**config.mk**
```make
export PLATFORM = sky130hd
export DESIGN_NAME = multicycle_ctrl_fsm_flat
export DESIGN_NICKNAME = d
export VERILOG_FILES = /design/src/rtl/multicycle_ctrl_fsm_if.sv /design/src/rtl/multicycle_ctrl_fsm.sv /design/src/flat_wrapper.sv
export SDC_FILE = /design/constraint.sdc
export NUM_CORES = 1
export LEC_CHECK = 0
export CAP_MARGIN = 10
export CORE_MARGIN = 4
export CORE_UTILIZATION = 50
export CTS_BUF_LIST = sky130_fd_sc_hd__clkbuf_4 sky130_fd_sc_hd__clkbuf_8
export DETAILED_ROUTE_END_ITERATION = 10
export PLACE_DENSITY = 0.84
export SLEW_MARGIN = 20
export SYNTH_ARGS = -nofsm -noshare
export SYNTH_HDL_FRONTEND = slang
export SYNTH_SLANG_ARGS = --single-unit
```
**constraint.sdc**
```tcl
create_clock -name clk_i -period 3.75 [get_ports clk_i]
set_input_delay 0.75 -clock clk_i [delete_from_list [all_inputs] [get_ports clk_i]]
set_output_delay 0.75 -clock clk_i [all_outputs]
set_load 0.02 [all_outputs]
```
**src/rtl/multicycle_ctrl_fsm_if.sv**
```systemverilog
// Control bundle between the multi-cycle main controller and its datapath.
//
// Datapath -> controller : instr_op_i, funct_i, zero_i, lt_i, mem_ready_i
// Controller -> datapath : pc_write_o, pc_src_o, ir_write_o, i_or_d_o,
//                          mem_read_o, mem_write_o, reg_write_o, reg_dst_o,
//                          mem_to_reg_o, alu_src_a_o, alu_src_b_o, alu_op_o,
//                          state_o, illegal_o, retired_o
//
// Modports: master = the controller (drives the control word),
//           slave  = the datapath (drives instruction fields and status).
// Handshake: mem_ready_i is a completion strobe. While a memory request
// (mem_read_o/mem_write_o) is high, the access completes on the clock edge
// at which mem_ready_i is 1. The request is held, unchanged, until then.
interface multicycle_ctrl_fsm_if #(
  parameter int OP_W    = 6,
  parameter int FUNCT_W = 6,
  parameter int CNT_W   = 32
);
  logic [OP_W-1:0]    instr_op_i;
  logic [FUNCT_W-1:0] funct_i;
  logic               zero_i;
  logic               lt_i;
  logic               mem_ready_i;

  logic               pc_write_o;
  logic [1:0]         pc_src_o;
  logic               ir_write_o;
  logic               i_or_d_o;
  logic               mem_read_o;
  logic               mem_write_o;
  logic               reg_write_o;
  logic [1:0]         reg_dst_o;
  logic [1:0]         mem_to_reg_o;
  logic               alu_src_a_o;
  logic [1:0]         alu_src_b_o;
  logic [4:0]         alu_op_o;
  logic [3:0]         state_o;
  logic               illegal_o;
  logic [CNT_W-1:0]   retired_o;

  modport master (
    input  instr_op_i, funct_i, zero_i, lt_i, mem_ready_i,
    output pc_write_o, pc_src_o, ir_write_o, i_or_d_o, mem_read_o,
           mem_write_o, reg_write_o, reg_dst_o, mem_to_reg_o,
           alu_src_a_o, alu_src_b_o, alu_op_o, state_o, illegal_o,
           retired_o
  );

  modport slave (
    output instr_op_i, funct_i, zero_i, lt_i, mem_ready_i,
    input  pc_write_o, pc_src_o, ir_write_o, i_or_d_o, mem_read_o,
           mem_write_o, reg_write_o, reg_dst_o, mem_to_reg_o,
           alu_src_a_o, alu_src_b_o, alu_op_o, state_o, illegal_o,
           retired_o
  );
endinterface

```
**src/rtl/multicycle_ctrl_fsm.sv**
```systemverilog
// Multi-cycle main control unit for the MIPS-subset datapath.
// Moore FSM sequencing fetch / decode / execute / memory / writeback,
// stalling on mem_ready_i, holding MUL for MUL_CYCLES execute cycles,
// counting retired instructions and pulsing illegal_o on unknown opcodes.
//
// Ports:
//   clk_i  - clock
//   rst_i  - synchronous, active-low reset
//   bus    - multicycle_ctrl_fsm_if.master (instruction fields and status
//            in, control word, debug state, illegal pulse, retired count out)
module multicycle_ctrl_fsm #(
  parameter int OP_W        = 6,
  parameter int FUNCT_W     = 6,
  parameter int MUL_CYCLES  = 4,
  parameter int MEM_WAIT_EN = 1,
  parameter int CNT_W       = 32
) (
  input  logic                  clk_i,
  input  logic                  rst_i,
  multicycle_ctrl_fsm_if.master bus
);

  typedef enum logic [3:0] {
    FETCH    = 4'd0,
    DECODE   = 4'd1,
    EXEC_R   = 4'd2,
    EXEC_MUL = 4'd3,
    EXEC_I   = 4'd4,
    MEM_ADDR = 4'd5,
    MEM_RD   = 4'd6,
    MEM_WR   = 4'd7,
    WB_ALU   = 4'd8,
    WB_MEM   = 4'd9,
    BRANCH   = 4'd10,
    JUMP     = 4'd11,
    JAL_WB   = 4'd12,
    JR       = 4'd13
  } state_t;

  localparam logic [OP_W-1:0] OP_R    = OP_W'(6'h00);
  localparam logic [OP_W-1:0] OP_BNEZ = OP_W'(6'h01);
  localparam logic [OP_W-1:0] OP_J    = OP_W'(6'h02);
  localparam logic [OP_W-1:0] OP_JAL  = OP_W'(6'h03);
  localparam logic [OP_W-1:0] OP_BEQ  = OP_W'(6'h04);
  localparam logic [OP_W-1:0] OP_BNE  = OP_W'(6'h05);
  localparam logic [OP_W-1:0] OP_BLT  = OP_W'(6'h06);
  localparam logic [OP_W-1:0] OP_BLE  = OP_W'(6'h07);
  localparam logic [OP_W-1:0] OP_ADDI = OP_W'(6'h08);
  localparam logic [OP_W-1:0] OP_ORI  = OP_W'(6'h0D);
  localparam logic [OP_W-1:0] OP_LUI  = OP_W'(6'h0F);
  localparam logic [OP_W-1:0] OP_LW   = OP_W'(6'h23);
  localparam logic [OP_W-1:0] OP_SW   = OP_W'(6'h2B);

  localparam logic [FUNCT_W-1:0] FN_JR  = FUNCT_W'(6'h08);
  localparam logic [FUNCT_W-1:0] FN_MUL = FUNCT_W'(6'h18);

  localparam int MC_W = (MUL_CYCLES > 1) ? $clog2(MUL_CYCLES) : 1;
  localparam logic [MC_W-1:0] MUL_LAST = MC_W'(MUL_CYCLES - 1);

  state_t           state, state_next;
  logic [MC_W-1:0]  mul_cnt;
  logic [CNT_W-1:0] retired;

  // Memory completion as seen by the FSM.
  logic mem_rdy;
  assign mem_rdy = (MEM_WAIT_EN != 0) ? bus.mem_ready_i : 1'b1;

  // Unmasked control word, gated by reset below.
  logic       pc_write, ir_write, i_or_d, mem_read, mem_write, reg_write;
  logic       alu_src_a, illegal, retire;
  logic [1:0] pc_src, reg_dst, mem_to_reg, alu_src_b;
  logic [4:0] alu_op;

  always_ff @(posedge clk_i) begin
    if (!rst_i) begin
      state   <= FETCH;
      mul_cnt <= '0;
      retired <= '0;
    end else begin
      state <= state_next;
      // Counter restarts whenever EXEC_MUL is not occupied, so each entry
      // always sees a fresh MUL_CYCLES window.
      if (state == EXEC_MUL) mul_cnt <= mul_cnt + MC_W'(1);
      else                   mul_cnt <= '0;
      if (retire) retired <= retired + CNT_W'(1);
    end
  end

  always_comb begin
    state_next = state;
    pc_write   = 1'b0;
    pc_src     = 2'd0;
    ir_write   = 1'b0;
    i_or_d     = 1'b0;
    mem_read   = 1'b0;
    mem_write  = 1'b0;
    reg_write  = 1'b0;
    reg_dst    = 2'd0;
    mem_to_reg = 2'd0;
    alu_src_a  = 1'b0;
    alu_src_b  = 2'd0;
    alu_op     = 5'd0;
    illegal    = 1'b0;
    retire     = 1'b0;

    unique case (state)
      FETCH: begin
        mem_read  = 1'b1;
        alu_src_b = 2'd1;
        if (mem_rdy) begin
          ir_write   = 1'b1;
          pc_write   = 1'b1;
          state_next = DECODE;
        end
      end

      DECODE: begin
        // Branch target precomputed into ALUOut during decode.
        alu_src_b = 2'd3;
        if (bus.instr_op_i == OP_R) begin
          if (bus.funct_i == FN_MUL)     state_next = EXEC_MUL;
          else if (bus.funct_i == FN_JR) state_next = JR;
          else                           state_next = EXEC_R;
        end else if (bus.instr_op_i == OP_ADDI || bus.instr_op_i == OP_ORI ||
                     bus.instr_op_i == OP_LUI) begin
          state_next = EXEC_I;
        end else if (bus.instr_op_i == OP_LW || bus.instr_op_i == OP_SW) begin
          state_next = MEM_ADDR;
        end else if (bus.instr_op_i == OP_BNEZ || bus.instr_op_i == OP_BEQ ||
                     bus.instr_op_i == OP_BNE  || bus.instr_op_i == OP_BLT ||
                     bus.instr_op_i == OP_BLE) begin
          state_next = BRANCH;
        end else if (bus.instr_op_i == OP_J) begin
          state_next = JUMP;
        end else if (bus.instr_op_i == OP_JAL) begin
          state_next = JAL_WB;
        end else begin
          illegal    = 1'b1;
          state_next = FETCH;
        end
      end

      EXEC_R: begin
        alu_src_a  = 1'b1;
        alu_op     = 5'd2;
        state_next = WB_ALU;
      end

      EXEC_MUL: begin
        alu_src_a = 1'b1;
        alu_op    = 5'd2;
        if (mul_cnt == MUL_LAST) state_next = WB_ALU;
      end

      EXEC_I: begin
        alu_src_a = 1'b1;
        alu_src_b = 2'd2;
        if (bus.instr_op_i == OP_ORI)      alu_op = 5'd4;
        else if (bus.instr_op_i == OP_LUI) alu_op = 5'd5;
        else                               alu_op = 5'd0;
        state_next = WB_ALU;
      end

      WB_ALU: begin
        reg_write  = 1'b1;
        reg_dst    = (bus.instr_op_i == OP_R) ? 2'd1 : 2'd0;
        retire     = 1'b1;
        state_next = FETCH;
      end

      MEM_ADDR: begin
        alu_src_a  = 1'b1;
        alu_src_b  = 2'd2;
        state_next = (bus.instr_op_i == OP_LW) ? MEM_RD : MEM_WR;
      end

      MEM_RD: begin
        mem_read = 1'b1;
        i_or_d   = 1'b1;
        if (mem_rdy) state_next = WB_MEM;
      end

      WB_MEM: begin
        reg_write  = 1'b1;
        mem_to_reg = 2'd1;
        retire     = 1'b1;
        state_next = FETCH;
      end

      MEM_WR: begin
        mem_write = 1'b1;
        i_or_d    = 1'b1;
        if (mem_rdy) begin
          retire     = 1'b1;
          state_next = FETCH;
        end
      end

      BRANCH: begin
        alu_src_a = 1'b1;
        alu_op    = 5'd1;
        pc_src    = 2'd1;
        // BNEZ is BNE against $0, so both use the not-equal test.
        if (bus.instr_op_i == OP_BEQ)      pc_write = bus.zero_i;
        else if (bus.instr_op_i == OP_BNE ||
                 bus.instr_op_i == OP_BNEZ) pc_write = ~bus.zero_i;
        else if (bus.instr_op_i == OP_BLT) pc_write = bus.lt_i;
        else if (bus.instr_op_i == OP_BLE) pc_write = bus.lt_i | bus.zero_i;
        else                               pc_write = 1'b0;
        retire     = 1'b1;
        state_next = FETCH;
      end

      JUMP: begin
        pc_write   = 1'b1;
        pc_src     = 2'd2;
        retire     = 1'b1;
        state_next = FETCH;
      end

      JAL_WB: begin
        pc_write   = 1'b1;
        pc_src     = 2'd2;
        reg_write  = 1'b1;
        reg_dst    = 2'd2;
        mem_to_reg = 2'd2;
        retire     = 1'b1;
        state_next = FETCH;
      end

      JR: begin
        pc_write   = 1'b1;
        pc_src     = 2'd3;
        retire     = 1'b1;
        state_next = FETCH;
      end

      default: state_next = FETCH;
    endcase
  end

  // While reset is held every output except the debug state is forced low,
  // so an instruction abandoned by reset cannot write anything.
  assign bus.pc_write_o   = rst_i & pc_write;
  assign bus.pc_src_o     = rst_i ? pc_src : 2'd0;
  assign bus.ir_write_o   = rst_i & ir_write;
  assign bus.i_or_d_o     = rst_i & i_or_d;
  assign bus.mem_read_o   = rst_i & mem_read;
  assign bus.mem_write_o  = rst_i & mem_write;
  assign bus.reg_write_o  = rst_i & reg_write;
  assign bus.reg_dst_o    = rst_i ? reg_dst : 2'd0;
  assign bus.mem_to_reg_o = rst_i ? mem_to_reg : 2'd0;
  assign bus.alu_src_a_o  = rst_i & alu_src_a;
  assign bus.alu_src_b_o  = rst_i ? alu_src_b : 2'd0;
  assign bus.alu_op_o     = rst_i ? alu_op : 5'd0;
  assign bus.illegal_o    = rst_i & illegal;
  assign bus.retired_o    = rst_i ? retired : '0;
  assign bus.state_o      = state;

endmodule

```
**src/flat_wrapper.sv**
```systemverilog
// flat-port wrapper written by rule: the top's interface ports become plain ports
module multicycle_ctrl_fsm_flat 
#(
  parameter int OP_W        = 6,
  parameter int FUNCT_W     = 6,
  parameter int MUL_CYCLES  = 4,
  parameter int MEM_WAIT_EN = 1,
  parameter int CNT_W       = 32
)
  (clk_i, rst_i, bus_instr_op_i, bus_funct_i, bus_zero_i, bus_lt_i, bus_mem_ready_i, bus_pc_write_o, bus_pc_src_o, bus_ir_write_o, bus_i_or_d_o, bus_mem_read_o, bus_mem_write_o, bus_reg_write_o, bus_reg_dst_o, bus_mem_to_reg_o, bus_alu_src_a_o, bus_alu_src_b_o, bus_alu_op_o, bus_state_o, bus_illegal_o, bus_retired_o);
  multicycle_ctrl_fsm_if #(.OP_W(OP_W), .FUNCT_W(FUNCT_W), .CNT_W(CNT_W)) bus_i ();
  input  logic clk_i;
  input  logic rst_i;
  input wire logic [$bits(bus_i.instr_op_i)-1:0] bus_instr_op_i;
  input wire logic [$bits(bus_i.funct_i)-1:0] bus_funct_i;
  input wire logic [$bits(bus_i.zero_i)-1:0] bus_zero_i;
  input wire logic [$bits(bus_i.lt_i)-1:0] bus_lt_i;
  input wire logic [$bits(bus_i.mem_ready_i)-1:0] bus_mem_ready_i;
  output wire logic [$bits(bus_i.pc_write_o)-1:0] bus_pc_write_o;
  output wire logic [$bits(bus_i.pc_src_o)-1:0] bus_pc_src_o;
  output wire logic [$bits(bus_i.ir_write_o)-1:0] bus_ir_write_o;
  output wire logic [$bits(bus_i.i_or_d_o)-1:0] bus_i_or_d_o;
  output wire logic [$bits(bus_i.mem_read_o)-1:0] bus_mem_read_o;
  output wire logic [$bits(bus_i.mem_write_o)-1:0] bus_mem_write_o;
  output wire logic [$bits(bus_i.reg_write_o)-1:0] bus_reg_write_o;
  output wire logic [$bits(bus_i.reg_dst_o)-1:0] bus_reg_dst_o;
  output wire logic [$bits(bus_i.mem_to_reg_o)-1:0] bus_mem_to_reg_o;
  output wire logic [$bits(bus_i.alu_src_a_o)-1:0] bus_alu_src_a_o;
  output wire logic [$bits(bus_i.alu_src_b_o)-1:0] bus_alu_src_b_o;
  output wire logic [$bits(bus_i.alu_op_o)-1:0] bus_alu_op_o;
  output wire logic [$bits(bus_i.state_o)-1:0] bus_state_o;
  output wire logic [$bits(bus_i.illegal_o)-1:0] bus_illegal_o;
  output wire logic [$bits(bus_i.retired_o)-1:0] bus_retired_o;
  assign bus_i.instr_op_i = bus_instr_op_i;
  assign bus_i.funct_i = bus_funct_i;
  assign bus_i.zero_i = bus_zero_i;
  assign bus_i.lt_i = bus_lt_i;
  assign bus_i.mem_ready_i = bus_mem_ready_i;
  assign bus_pc_write_o = bus_i.pc_write_o;
  assign bus_pc_src_o = bus_i.pc_src_o;
  assign bus_ir_write_o = bus_i.ir_write_o;
  assign bus_i_or_d_o = bus_i.i_or_d_o;
  assign bus_mem_read_o = bus_i.mem_read_o;
  assign bus_mem_write_o = bus_i.mem_write_o;
  assign bus_reg_write_o = bus_i.reg_write_o;
  assign bus_reg_dst_o = bus_i.reg_dst_o;
  assign bus_mem_to_reg_o = bus_i.mem_to_reg_o;
  assign bus_alu_src_a_o = bus_i.alu_src_a_o;
  assign bus_alu_src_b_o = bus_i.alu_src_b_o;
  assign bus_alu_op_o = bus_i.alu_op_o;
  assign bus_state_o = bus_i.state_o;
  assign bus_illegal_o = bus_i.illegal_o;
  assign bus_retired_o = bus_i.retired_o;
  multicycle_ctrl_fsm #(.OP_W(OP_W), .FUNCT_W(FUNCT_W), .MUL_CYCLES(MUL_CYCLES), .MEM_WAIT_EN(MEM_WAIT_EN), .CNT_W(CNT_W)) u_core (.clk_i(clk_i), .rst_i(rst_i), .bus(bus_i));
endmodule
```
# ---- Yosys cells after proc, flatten, opt, wreduce, memory -nomap -nowiden
# Index checks and enable logic that the tools add are counted.
dict set report totals {
  memories 0
  output_inout_bits 57
  rom_bits 0
  ff_bits 38
  ram_bits 0
  latchBits 0
  input_bits 17
}
dict set report classes {
  div 0
  shift 0
  add_sub_neg 2
  bitwise 10
  eq_ne 32
  muxes 48
  n_reduce_logical 22
  n_mul 0
  n_lt_le_gt_ge 0
}
# cell n
set op_table {}
lappend op_table {{$mux W4} 12}
lappend op_table {{$add A32 B1 Y32 const B} 1}
lappend op_table {{$mux W32} 1}
lappend op_table {{$pmux W4 S7} 1}
lappend op_table {{$eq A4 B4 Y1 const B} 6}
lappend op_table {{$eq A6 B3 Y1 const B} 4}
lappend op_table {{$eq A6 B4 Y1 const B} 4}
lappend op_table {{$mux W1} 20}
lappend op_table {{$eq A4 B3 Y1 const B} 4}
lappend op_table {{$pmux W5 S3} 1}
lappend op_table {{$eq A6 B2 Y1 const B} 2}
lappend op_table {{$eq A6 B6 Y1 const B} 2}
lappend op_table {{$pmux W2 S3} 2}
lappend op_table {{$reduce_or A2 Y1} 6}
lappend op_table {{$mux W5} 2}
lappend op_table {{$and A1 B1 Y1} 8}
lappend op_table {{$eq A4 B2 Y1 const B} 2}
lappend op_table {{$logic_or A1 B1 Y1} 8}
lappend op_table {{$mux W2} 4}
lappend op_table {{$ne A2 B2 Y1 const B} 4}
lappend op_table {{$pmux W2 S2} 2}
lappend op_table {{$eq A6 B1 Y1 const B} 1}
lappend op_table {{$eq A6 B5 Y1 const B} 1}
lappend op_table {{$logic_not A6 Y1} 1}
lappend op_table {{14 further kinds} 15}

# ---- Longest topological paths before layout
# Gate-level depths: netlist (run 1).
dict set report depth {
  word_depth 11
  ltp_mapped 7
  ltp_nobuf 6
}

# ---- Worst setup path before layout (run 1)
# OpenSTA, ideal clock, no wires.
dict set report synth_timing {
  path_type {input-to-output}
  startpoint {in bus_instr_op_i[1]}
  endpoint {out bus_illegal_o}
  stages 5
  arrival_ns 2.054
  setup_slack_ns 0.946
  cell_sequence {clkbuf_1 > nor3_1 > o21ai_0 > a21oi_1 > nor4_1}
}
dict set report synth_between {
  elab_chain_cells 11
  word_cells_on_any_way 28
  cone_classes {eq/ne: 12; mux: 7; bitwise: 1; reduce/logical: 8}
}
# item line_no
set synth_rtl {}
lappend synth_rtl {{start: declaration} flat_wrapper.sv:14} ;# input wire logic [$bits(bus_i.instr_op_i)-1:0] bus_instr_op_i;
lappend synth_rtl {{$eq A6 B1 Y1 or $eq A6 B3 Y1 (tied branches)} multicycle_ctrl_fsm.sv:129} ;# end else if (bus.instr_op_i == OP_BNEZ || bus.instr_op_i == OP_BEQ ||
lappend synth_rtl {{$logic_or A1 B1 Y1 (2 in series)} multicycle_ctrl_fsm.sv:129}
lappend synth_rtl {{$logic_or A1 B1 Y1 (2 in series)} multicycle_ctrl_fsm.sv:130} ;# bus.instr_op_i == OP_BNE || bus.instr_op_i == OP_BLT ||
lappend synth_rtl {{$mux W1} multicycle_ctrl_fsm.sv:129}
lappend synth_rtl {{$mux W1} multicycle_ctrl_fsm.sv:127} ;# end else if (bus.instr_op_i == OP_LW || bus.instr_op_i == OP_SW) begin
lappend synth_rtl {{$mux W1} multicycle_ctrl_fsm.sv:124} ;# end else if (bus.instr_op_i == OP_ADDI || bus.instr_op_i == OP_ORI ||
lappend synth_rtl {{$mux W1 (*)} multicycle_ctrl_fsm.sv:120} ;# if (bus.instr_op_i == OP_R) begin
lappend synth_rtl {{$mux W1 (*)} multicycle_ctrl_fsm.sv:106} ;# unique case (state)
lappend synth_rtl {{$and A1 B1 Y1 (*)} multicycle_ctrl_fsm.sv:256} ;# assign bus.illegal_o = rst_i & illegal;
lappend synth_rtl {{end: declaration} flat_wrapper.sv:32} ;# output wire logic [$bits(bus_i.illegal_o)-1:0] bus_illegal_o;
# Every way passes the cells marked *; elsewhere a longest branch is shown, timed or not.

# ---- Worst setup path after layout (run 1)
dict set report layout_timing {
  startpoint {in bus_instr_op_i[2]}
  endpoint {out bus_illegal_o}
}
# The elaborated chain is that of the path after synthesis.

==> reports/qor.txt, run 1 <==
Asr flop ratio synth: 0
Port Buffers: 71
Unrepaired setup endpoints after global routing: no
CTS sink count: 38
DRC violations left: 0
Post-CTS Setup Bufs: 0
Worst skew pair latency: 0.29 ns
Die H: 78.36 µm
Vias post-DR: 2550
Worst-margin pin slew: 0.5846 ns
Most frequent cells in the layout: clkdlybuf4s50_1 (70), nor2_1 (42), dfxtp_1 (38)
Largest family of logic cells by synthesized area: simple AND/OR/NAND/NOR gates
Worst vdd ir: 291.8 µV
Critical Path Sink Type: output pin
Lkg Pwr: 0.001137 µW
Core Area: 4755 µm²
EDFF count, synth: 0
GPL Wtd Cong: 0.8749
Syn Inst Count: 329
Max H-tree Level: 2
Largest net degree at the start of global routing: 27
Final TNS setup: 0 ns
Routed Antenna Nets: 0
Fin. Hold Viols: 0
Initial core utilization: 0.5205
Final core occ: 0.7055
Overall Global Routing Usage: 0.2051
Post-synthesis sequential area ratio: 0.3074
DR vias/cell: 5.496
Die ar.: 6140 µm²
Antenna diode count: 0
Ys Warns: 0
FP Rows: 25
Post-Synth Simple-Gate Area: 0.3751
Fin. max-slew vios: 0
Global-route wire length before repair: 10370 µm
Critical Path AT: 2.82 ns
IO Count: 74
Post-synthesis compound-gate area fraction: 0.1714
Netlist cell types: 53
Max Clock Skew: 0.008762 ns
Status: finished clean
Synth Area in Adders: 0.01011
Final setup viols: 0
Main synth FF type: dfxtp_1
CP Launch Type: primary input
CTS buffer count: 5
CTS tree: built
CTS Buffer Depth: 2
Clock transition at path regs: 0.07 ns
Grt total ovfl: 0
DRT Pass-1 Iters: 7
Fill cell count: 422
Critical path fanouts, max: 8
Total Wirelength: 6251 µm
Layout cells sized above 1: 0.07305
WP data required: 3.00 ns
Max-Cap Viols: 0
Yosys reg bits: 38
P&R area growth vs syn: 35.54%
Detailed placer's ending HPWL: 4753 µm
Worst Hold Depth: 1
Avg Cell Area, Syn: 7.522 µm²
Antenna violations before repair: 0
Final setup margin: 0.1849 ns
Initial DRC Count: 193
Nets: 415
Max transition margin: 0.6002
Post-route minimum period: 3.565 ns
Wirelength per Cell: 13.47 µm
Clock root buffer: clkbuf_8
XOR/XNOR Fraction of Synth Area: 0.06016
R2R depth: 5
Vias in the first global route: 2290
HP Class: flop to flop
Most common cell after layout, fill and taps aside: clkdlybuf4s50_1
Cell area power density: 257.3 nW/µm²
Cell Area, Synth: 2475 µm²
Die width: 78.36 µm
Multiplexer area fraction after synthesis: 0.02224
Setup WS pre-CTS: 0.2019 ns
Fmax achieved: 280.5 MHz
WS Path Type: primary input to output pin
Period utilisation layout: 0.9507
## repair_timing
action,in CTS,in global routing
gates resized for setup,0,1
endpoints found under the setup margin,0,1
hold buffers,0,0
## Yosys cell counts (all sizes together), types with 2 or more instances
| cell type | n | share of area |
|---|---|---|
| inv | 8 | 0.012 |
| nand3 | 15 | 0.030 |
| dfxtp | 38 | 0.31 |
| o21ai | 16 | 0.032 |
| a31oi | 3 | 0.0076 |
| o31ai | 3 | 0.0091 |
| nand3b | 2 | 0.0061 |
| nor4 | 7 | 0.018 |
| buf | 6 | 0.016 |
| a22oi | 2 | 0.0061 |
| nand4b | 2 | 0.0071 |
| nor2b | 3 | 0.0076 |
| and4 | 2 | 0.0071 |
| and3 | 2 | 0.0051 |
| a2111oi | 4 | 0.014 |
| or4 | 4 | 0.012 |
| a21oi | 19 | 0.038 |
| nand4 | 9 | 0.023 |
| o211ai | 3 | 0.011 |
| nand2b | 5 | 0.013 |
| ha | 2 | 0.010 |
| xnor2 | 6 | 0.021 |
| nor3 | 11 | 0.027 |
| or2 | 4 | 0.010 |
| xor2 | 11 | 0.039 |
| nor2 | 42 | 0.064 |
| clkbuf | 14 | 0.022 |
| o22ai | 3 | 0.013 |
| or3 | 8 | 0.020 |
| mux2 | 4 | 0.018 |
| and2 | 32 | 0.081 |
| a211oi | 3 | 0.0091 |
| nand2 | 23 | 0.038 |
## power breakdown
| group | switching (µW) | leakage (µW) | total [µW] | internal, µW |
|---|---|---|---|---|
| registers | 7.58 | 0.000306 | 413 | 405 |
| logic | 56.7 | 0.000780 | 105 | 48.0 |
| clock network | 148 | 0.0000504 | 346 | 198 |
| total | 212 | 0.00114 | 863 | 651 |
## metal layers
layer	track usage	wire length (µm)	vias up
li1	-	-	1292
met1	0.2665	2804	1159
met2	0.3425	3034	95
met3	0.04587	380	4
met4	0.05594	33	0
met5	0	0	-
## cells by family (layout without fill, tap and decap cells)
family                     after synthesis  after routing
AOI/OAI and AO/OA                       64             64
xor gates and xnor gates                17             17
DFF                                     38             38
buffers and inverters                   29             96
and+or+nand+nor                        173            173
adders and majority gates                2              2
other                                    1              2
muxes                                    5              5
## path summary, 6_finish.rpt
check	slack, ns	start	end
max	0.18	bus_instr_op_i[2]	bus_illegal_o
min	0.44	u_core.mul_cnt[0]$_SDFF_PN0_	u_core.mul_cnt[0]$_SDFF_PN0_
max reg2reg	1.44	u_core.bus.state_o[1]$_SDFFE_PN0P_	u_core.retired[31]$_SDFFE_PN0P_
min reg2reg	0.44	u_core.mul_cnt[0]$_SDFF_PN0_	u_core.mul_cnt[0]$_SDFF_PN0_
## cell type report
cell class / instances / area, µm² / area share
sequential: 38 / 760.7 / 0.2268
inverter: 9 / 33.78 / 0.01007
multi-input combinational: 263 / 1589 / 0.4737
timing repair buffer: 79 / 773.2 / 0.2305
clock inverter: 3 / 45.04 / 0.01343
tap: 67 / 83.83 / 0.02499
clock buffer: 5 / 68.82 / 0.02051
## metrics by stage
stage               instances  power (µW)  cell area (µm²)  hold slack, ns
finish                    464       863.1             3354          0.4361
global route              464       898.6             3354          0.4541
CTS                       464       872.4             3352          0.4407
detailed placement        456       526.1             3238          0.4303
global placement          456       525.1             3238          0.4168
floorplan                 330       477.9             2479          0.4084
## state kept, by name (all words and copies together) (netlist names)
signal,flops
u_core.retired,32
u_core.bus.state_o,4
u_core.mul_cnt,2
## worst max-delay path: stages
cell and delay [ns]:
clkdlybuf4s50_1 0.52, nor3_1 0.49, o21ai_0 0.19, a21oi_1 0.24, nor4_1 0.08, clkdlybuf4s50_1 0.55
Power figures use the tool's default switching activity.
==> inputs of run 2 (changes only) <==
- DONT_BUFFER_PORTS: default -> 1
- PLACE_DENSITY: 0.84 -> default
==> run 2 against run 1 <==
  * Worst setup slack improved by 0.55 ns
  * Flip-flop and latch count did not move
  * Utilization fell by 16 points
  * Power fell by 11%
  * Sequential share of layout area rose by 6.5 points
  * Count of clock-buffer cells in the layout rose by 1
  * Clock skew fell by 0.0035 ns
  * Clock power fell by 15%
  * Worst hold slack got worse by 0.0068 ns
==> reports/qor.txt, run 2 (synthesized netlist as in run 1, its figures left out) <==
Grt total ovfl: 0 (unchanged)
IO Count: 74 (unchanged)
HP Class: flop to flop (unchanged)
R2R Setup Slk: 1.28 ns (was 1.44 ns)
Reg area: 760.7 µm² (unchanged)
Max H-tree Level: 2 (unchanged)
DRC violations left: 0 (unchanged)
Final setup viols: 0 (unchanged)
Die ar.: 6140 µm² (unchanged)
Critical path fanouts, max: 16 (was 8)
Largest Register: u_core.retired (unchanged)
Worst setup path start: u_core.bus.state_o[1]$_SDFFE_PN0P_ (was bus_instr_op_i[2])
Critical Path AT: 2.26 ns (was 2.82 ns)
Post-cts hold buffer count: 0 (unchanged)
Clock transition at path regs: 0.07 ns (about the same)
Post-route minimum period: 3.011 ns (was 3.565 ns)
Vias in the first global route: 2132 (was 2290)
Clock root buffer: clkbuf_8 (unchanged)
Max Clock Skew: 0.005279 ns (was 0.008762 ns)
CTS tree: built (unchanged)
Antenna diode count: 0 (unchanged)
Worst-path cell chain: nor2b_1 > nand2_1 > nor2_1 > nand3_1 > o2bb2ai_1 (was clkdlybuf4s50_1 > nor3_1 > o21ai_0 > a21oi_1 > nor4_1 > clkdlybuf4s50_1)
Switching power: 196.7 µW (was 212.1 µW)
Global-route wire length before repair: 9936 µm (was 10370 µm)
Critical Path Sink Type: output pin (unchanged)
Most frequent cells in the layout: nor2_1 (42), dfxtp_1 (38), and2_1 (32) (was clkdlybuf4s50_1 (70), nor2_1 (42), dfxtp_1 (38))
Fmax achieved: 332.1 MHz (was 280.5 MHz)
Fill cell count: 491 (was 422)
Layout cells sized above 1: 0.08333 (was 0.07305)
Routed Antenna Nets: 0 (unchanged)
Setup WS pre-CTS: 1.043 ns (was 0.2019 ns)
Max transition margin: 0.3552 (was 0.6002)
Most common cell after layout, fill and taps aside: nor2_1 (was clkdlybuf4s50_1)
CP Launch Type: flop (was primary input)
Int Pwr: 571.6 µW (was 650.9 µW)
Antenna violations before repair: 0 (unchanged)
Final TNS setup: 0 ns (unchanged)
Period utilisation layout: 0.8029 (was 0.9507)
Post-CTS Setup Bufs: 0 (unchanged)
Unrepaired setup endpoints after global routing: no (unchanged)
Fin. Hold Viols: 0 (unchanged)
Clock Power Share: 0.384 (was 0.401)
Critical Path Max Stage Delay: 0.74 ns (was 0.55 ns)
Largest net degree at the start of global routing: 35 (was 27)
Wirelength per Cell: 15.06 µm (was 13.47 µm)
Worst vdd ir: 227.3 µV (was 291.8 µV)
Overall Global Routing Usage: 0.1983 (was 0.2051)
Detailed placer's ending HPWL: 4347 µm (was 4753 µm)
Final setup margin: 0.7390 ns (was 0.1849 ns)
Post-cts repair resize count: 0 (unchanged)
Cell area after layout: 2608 µm² (was 3354 µm²)
Nets: 342 (was 415)
Max-Cap Viols: 0 (unchanged)
Total Wirelength: 5890 µm (was 6251 µm)
FP Rows: 25 (unchanged)
Lkg Pwr: 0.0008662 µW (was 0.001137 µW)
GPL Wtd Cong: 0.8310 (was 0.8749)
Area after DPL: 2512 µm² (was 3238 µm²)
Flop pwr share: 0.541 (was 0.478)
Vias post-DR: 2273 (was 2550)
Worst-margin pin slew: 0.9584 ns (was 0.5846 ns)
WP data required: 3.00 ns (about the same)
Core Area: 4755 µm² (unchanged)
Critical Path Slowest Stage Cell: dfxtp_1 (was clkdlybuf4s50_1)
DRT Pass-1 Iters: 4 (was 7)
CTS sink count: 38 (unchanged)
Initial core utilization: 0.5205 (unchanged)
CTS Buffer Depth: 2 (unchanged)
Hold Path Origin: u_core.mul_cnt[0]$_SDFF_PN0_ (unchanged)
Initial DRC Count: 143 (was 193)
DR vias/cell: 5.813 (was 5.496)
Max reg flops: 32 (unchanged)
Sw Share: 0.2561 (was 0.2458)
Cell area power density: 294.7 nW/µm² (was 257.3 nW/µm²)
FF-to-FF Start: u_core.bus.state_o[1]$_SDFFE_PN0P_ (unchanged)
CTS buffer count: 5 (unchanged)
WS Path Type: flop to output pin (was primary input to output pin)
Status: finished clean (unchanged)
Die width: 78.36 µm (unchanged)
Worst skew pair latency: 0.29 ns (about the same)
Min Hold Slack: 0.4293 ns (was 0.4361 ns)
Multi-input gate area: 1589 µm² (unchanged)
Fin. max-slew vios: 0 (unchanged)
P&R area growth vs syn: 5.359% (was 35.54%)
Die H: 78.36 µm (unchanged)
Logic gate share of total power: 0.075 (was 0.121)
Port Buffers: 0 (was 71)
## run 2: changes by cell type in the layout (fill, tap and decap cells not counted), sizes merged
cell	change
buf	-2
bufinv	-1
clkbuf	+1
clkdlybuf4s50	-70
clkinv	+1
clkinvlp	-1
dlymetal6s2s	-1
## run 2: routing by layer
layer / wire length [µm] / track usage
met1: 2651 / 0.2491
met2: 2761 / 0.3228
met3: 424 / 0.05963
met4: 53 / 0.06818
met5: 0 / 0
## run 2: path summary, 6_finish.rpt
check                                         end  cells past startpoint
setup / recovery                   bus_pc_write_o                      5
setup reg to reg  u_core.retired[31]$_SDFFE_PN0P_                      5
hold reg to reg      u_core.mul_cnt[0]$_SDFF_PN0_                      1
hold / removal       u_core.mul_cnt[0]$_SDFF_PN0_                      1
## run 2: cell type report
| class | instances | share of cell area |
|---|---|---|
| Sequential cell | 38 | 0.2917 |
| Clock inverter | 2 | 0.004798 |
| Timing Repair Buffer | 6 | 0.01727 |
| Inverter | 9 | 0.01296 |
| Clock buffer | 6 | 0.03167 |
| Multi-Input combinational cell | 263 | 0.6094 |
| Tap cell | 67 | 0.03215 |
## run 2: per-stage QoR
step	power (µW)	util	instances
5_1_grt	802.2	0.5484	391
3_5_place_dp	482.0	0.5284	383
6_report	768.3	0.5484	391
2_1_floorplan	477.9	-	330
3_3_place_gp	481.8	0.5284	383
4_1_cts	780.9	0.5484	391
## run 2: worst max-delay path: cells and delay by family (launching register included)
family	cells	cell delay, ns
AO/OA/AOI/OAI	1	0.44
flip-flops	1	0.74
AND/OR/NAND/NOR	4	0.80
## run 2: power groups by stage
stage / combinational, µW / clock, µW / sequential (µW)
after detailed placement: 57.5 / 0 / 425
after global placement: 57.2 / 0 / 425
final: 58.0 / 295 / 415
after global routing: 63.5 / 322 / 416
after CTS: 57.7 / 308 / 415
after floorplan: 59.5 / 0 / 418
==> inputs of run 3 (changes only) <==
- PLACE_DENSITY: default -> 0.68
- clock period: 3.75 -> 2.6 ns (I/O delays scaled with it)
==> run 3 against run 2 <==
  * Worst hold slack worse by 0.036 ns
  * Sequential power is 42% higher
  * Power is 43% higher
  * Final area is 4.6% higher
  * Cell count is 4.1% higher
  * First-iteration DRC count is 52% higher
  * Combinational power is 84% higher
  * Die area stayed put
  * Via count is 3.5% higher
  * Register-to-register slack worse by 0.76 ns
  * Worst setup slack worse by 0.52 ns
==> reports/qor.txt, run 3 (synthesized netlist as in run 1, its figures left out) <==
Worst-margin pin slew: 0.5270 ns (was 0.9584 ns)
Worst-path cell chain: nand2b_2 > or2_2 > nor4_1 > buf_4 (was nor2b_1 > nand2_1 > nor2_1 > nand3_1 > o2bb2ai_1)
DR vias/cell: 5.781 (was 5.813)
Max Clock Skew: 0.004759 ns (was 0.005279 ns)
Most frequent cells in the layout: nor2_1 (42), dfxtp_1 (38), and2_1 (32) (unchanged)
Layout cells sized above 1: 0.1294 (was 0.08333)
FP Rows: 25 (unchanged)
Post-CTS Setup Bufs: 0 (unchanged)
Max transition margin: 0.6395 (was 0.3552)
Antenna diode count: 0 (unchanged)
Initial core utilization: 0.5205 (unchanged)
Largest Register: u_core.retired (unchanged)
Most common cell after layout, fill and taps aside: nor2_1 (unchanged)
Detailed placer's ending HPWL: 4444 µm (was 4347 µm)
Critical Path Max Stage Delay: 0.45 ns (was 0.74 ns)
CTS Buffer Depth: 2 (unchanged)
Worst skew pair latency: 0.28 ns (was 0.29 ns)
Status: finished clean (unchanged)
Post-cts hold buffer count: 0 (unchanged)
WS Path Type: flop to output pin (unchanged)
Grt total ovfl: 0 (unchanged)
CTS tree: built (unchanged)
CP Launch Type: flop (unchanged)
Critical Path AT: 1.86 ns (was 2.26 ns)
Fin. Hold Viols: 0 (unchanged)
Initial DRC Count: 218 (was 143)
Period utilisation layout: 0.9156
Die H: 78.36 µm (unchanged)
Max H-tree Level: 2 (unchanged)
Min Hold Slack: 0.3931 ns (was 0.4293 ns)
P&R area growth vs syn: 10.16% (was 5.359%)
Nets: 359 (was 342)
CTS sink count: 38 (unchanged)
Wirelength per Cell: 14.52 µm (was 15.06 µm)
Unrepaired setup endpoints after global routing: no (unchanged)
Cell area power density: 401.6 nW/µm² (was 294.7 nW/µm²)
Clock transition at path regs: 0.07 ns (about the same)
IO Count: 74 (unchanged)
Global-route wire length before repair: 9908 µm (was 9936 µm)
GPL Wtd Cong: 0.8666 (was 0.8310)
Fmax achieved: 420.1 MHz
Routed Antenna Nets: 0 (unchanged)
Antenna violations before repair: 0 (unchanged)
Lkg Pwr: 0.0009544 µW (was 0.0008662 µW)
Critical Path Sink Type: output pin (unchanged)
Max reg flops: 32 (unchanged)
Port Buffers: 0 (unchanged)
Total Wirelength: 5910 µm (was 5890 µm)
CTS buffer count: 5 (unchanged)
HP Class: primary input to flop (was flop to flop)
Fill cell count: 482 (was 491)
Critical path fanouts, max: 9 (was 16)
Die width: 78.36 µm (unchanged)
Final TNS setup: 0 ns (unchanged)
DRC violations left: 0 (unchanged)
Die ar.: 6140 µm² (unchanged)
Largest net degree at the start of global routing: 35 (unchanged)
Vias in the first global route: 2111 (was 2132)
DRT Pass-1 Iters: 4 (unchanged)
Post-route minimum period: 2.380 ns
Fin. max-slew vios: 0 (unchanged)
Final setup viols: 0 (unchanged)
Clock root buffer: clkbuf_8 (unchanged)
WP data required: 2.08 ns (was 3.00 ns)
Vias post-DR: 2353 (was 2273)
Worst vdd ir: 320.5 µV (was 227.3 µV)
Overall Global Routing Usage: 0.1975 (was 0.1983)
Core Area: 4755 µm² (unchanged)
Critical Path Slowest Stage Cell: dfxtp_1 (unchanged)
Max-Cap Viols: 0 (unchanged)
[run 3: changes by cell type in the layout (fill, tap and decap cells not counted), sizes merged]
cell,before,now
clkbuf,6,7
clkinv,2,1
clkinvlp,1,0
buf,6,23
[run 3: repair_timing]
action                     4_1_cts  5_1_grt
resized for setup                0        1
hold endpoints to repair         0        0
setup endpoints to repair        0        1
[run 3: where the power goes]
group / total [µW] / leakage (µW) / internal (µW) / switching (µW)
sequential: 589 / 0.000306 / 585 / 4.52
combinational: 107 / 0.000603 / 38.5 / 68.7
clock: 399 / 0.0000452 / 205 / 193
total: 1100 / 0.000954 / 829 / 266
[run 3: worst max-delay path: cells and delay by family, from the launching register on]
kind	cells	cell delay (ns)
buffers and inverters	1	0.20
DFF	1	0.45
and+or+nand+nor	3	0.92
[run 3: final timing paths]
kind                                      to  cells past startpoint                               start  slack, ns
max reg2reg  u_core.retired[31]$_SDFFE_PN0P_                      5  u_core.bus.state_o[3]$_SDFFE_PN0P_       0.52
min reg2reg     u_core.mul_cnt[0]$_SDFF_PN0_                      1        u_core.mul_cnt[0]$_SDFF_PN0_       0.44
min          u_core.retired[12]$_SDFFE_PN0P_                      2                               rst_i       0.39
max                            bus_illegal_o                      4  u_core.bus.state_o[3]$_SDFFE_PN0P_       0.22
[run 3: cell type report]
cell class | count | area [µm²] | share of cell area
sequential | 38 | 760.7 | 0.2790
clock buffer | 7 | 83.83 | 0.03075
tap | 67 | 83.83 | 0.03075
multi-input combinational | 263 | 1592 | 0.5838
inverter | 9 | 33.78 | 0.01239
timing repair buffer | 23 | 172.7 | 0.06333
[run 3: per-stage QoR]
stage	power, µW	instance area (µm²)	worst slack [ns]	cells	utilization
floorplan	689.3	2479	0.2558	330	-
global placement	709.3	2640	0.5156	400	0.5553
detailed placement	708.9	2640	0.4985	400	0.5553
CTS	1106	2724	0.1903	407	0.5729
global route	1145	2726	0.01527	407	0.5734
finish	1095	2726	0.2195	407	0.5734
[run 3: per-layer routing]
layer  up-vias  global-route usage  wire, µm
met5         -                   0         0
met4         0             0.06469        88
met3         9             0.05505       406
met2        73              0.3288      2832
met1      1087              0.2463      2582
li1       1184                   -         -
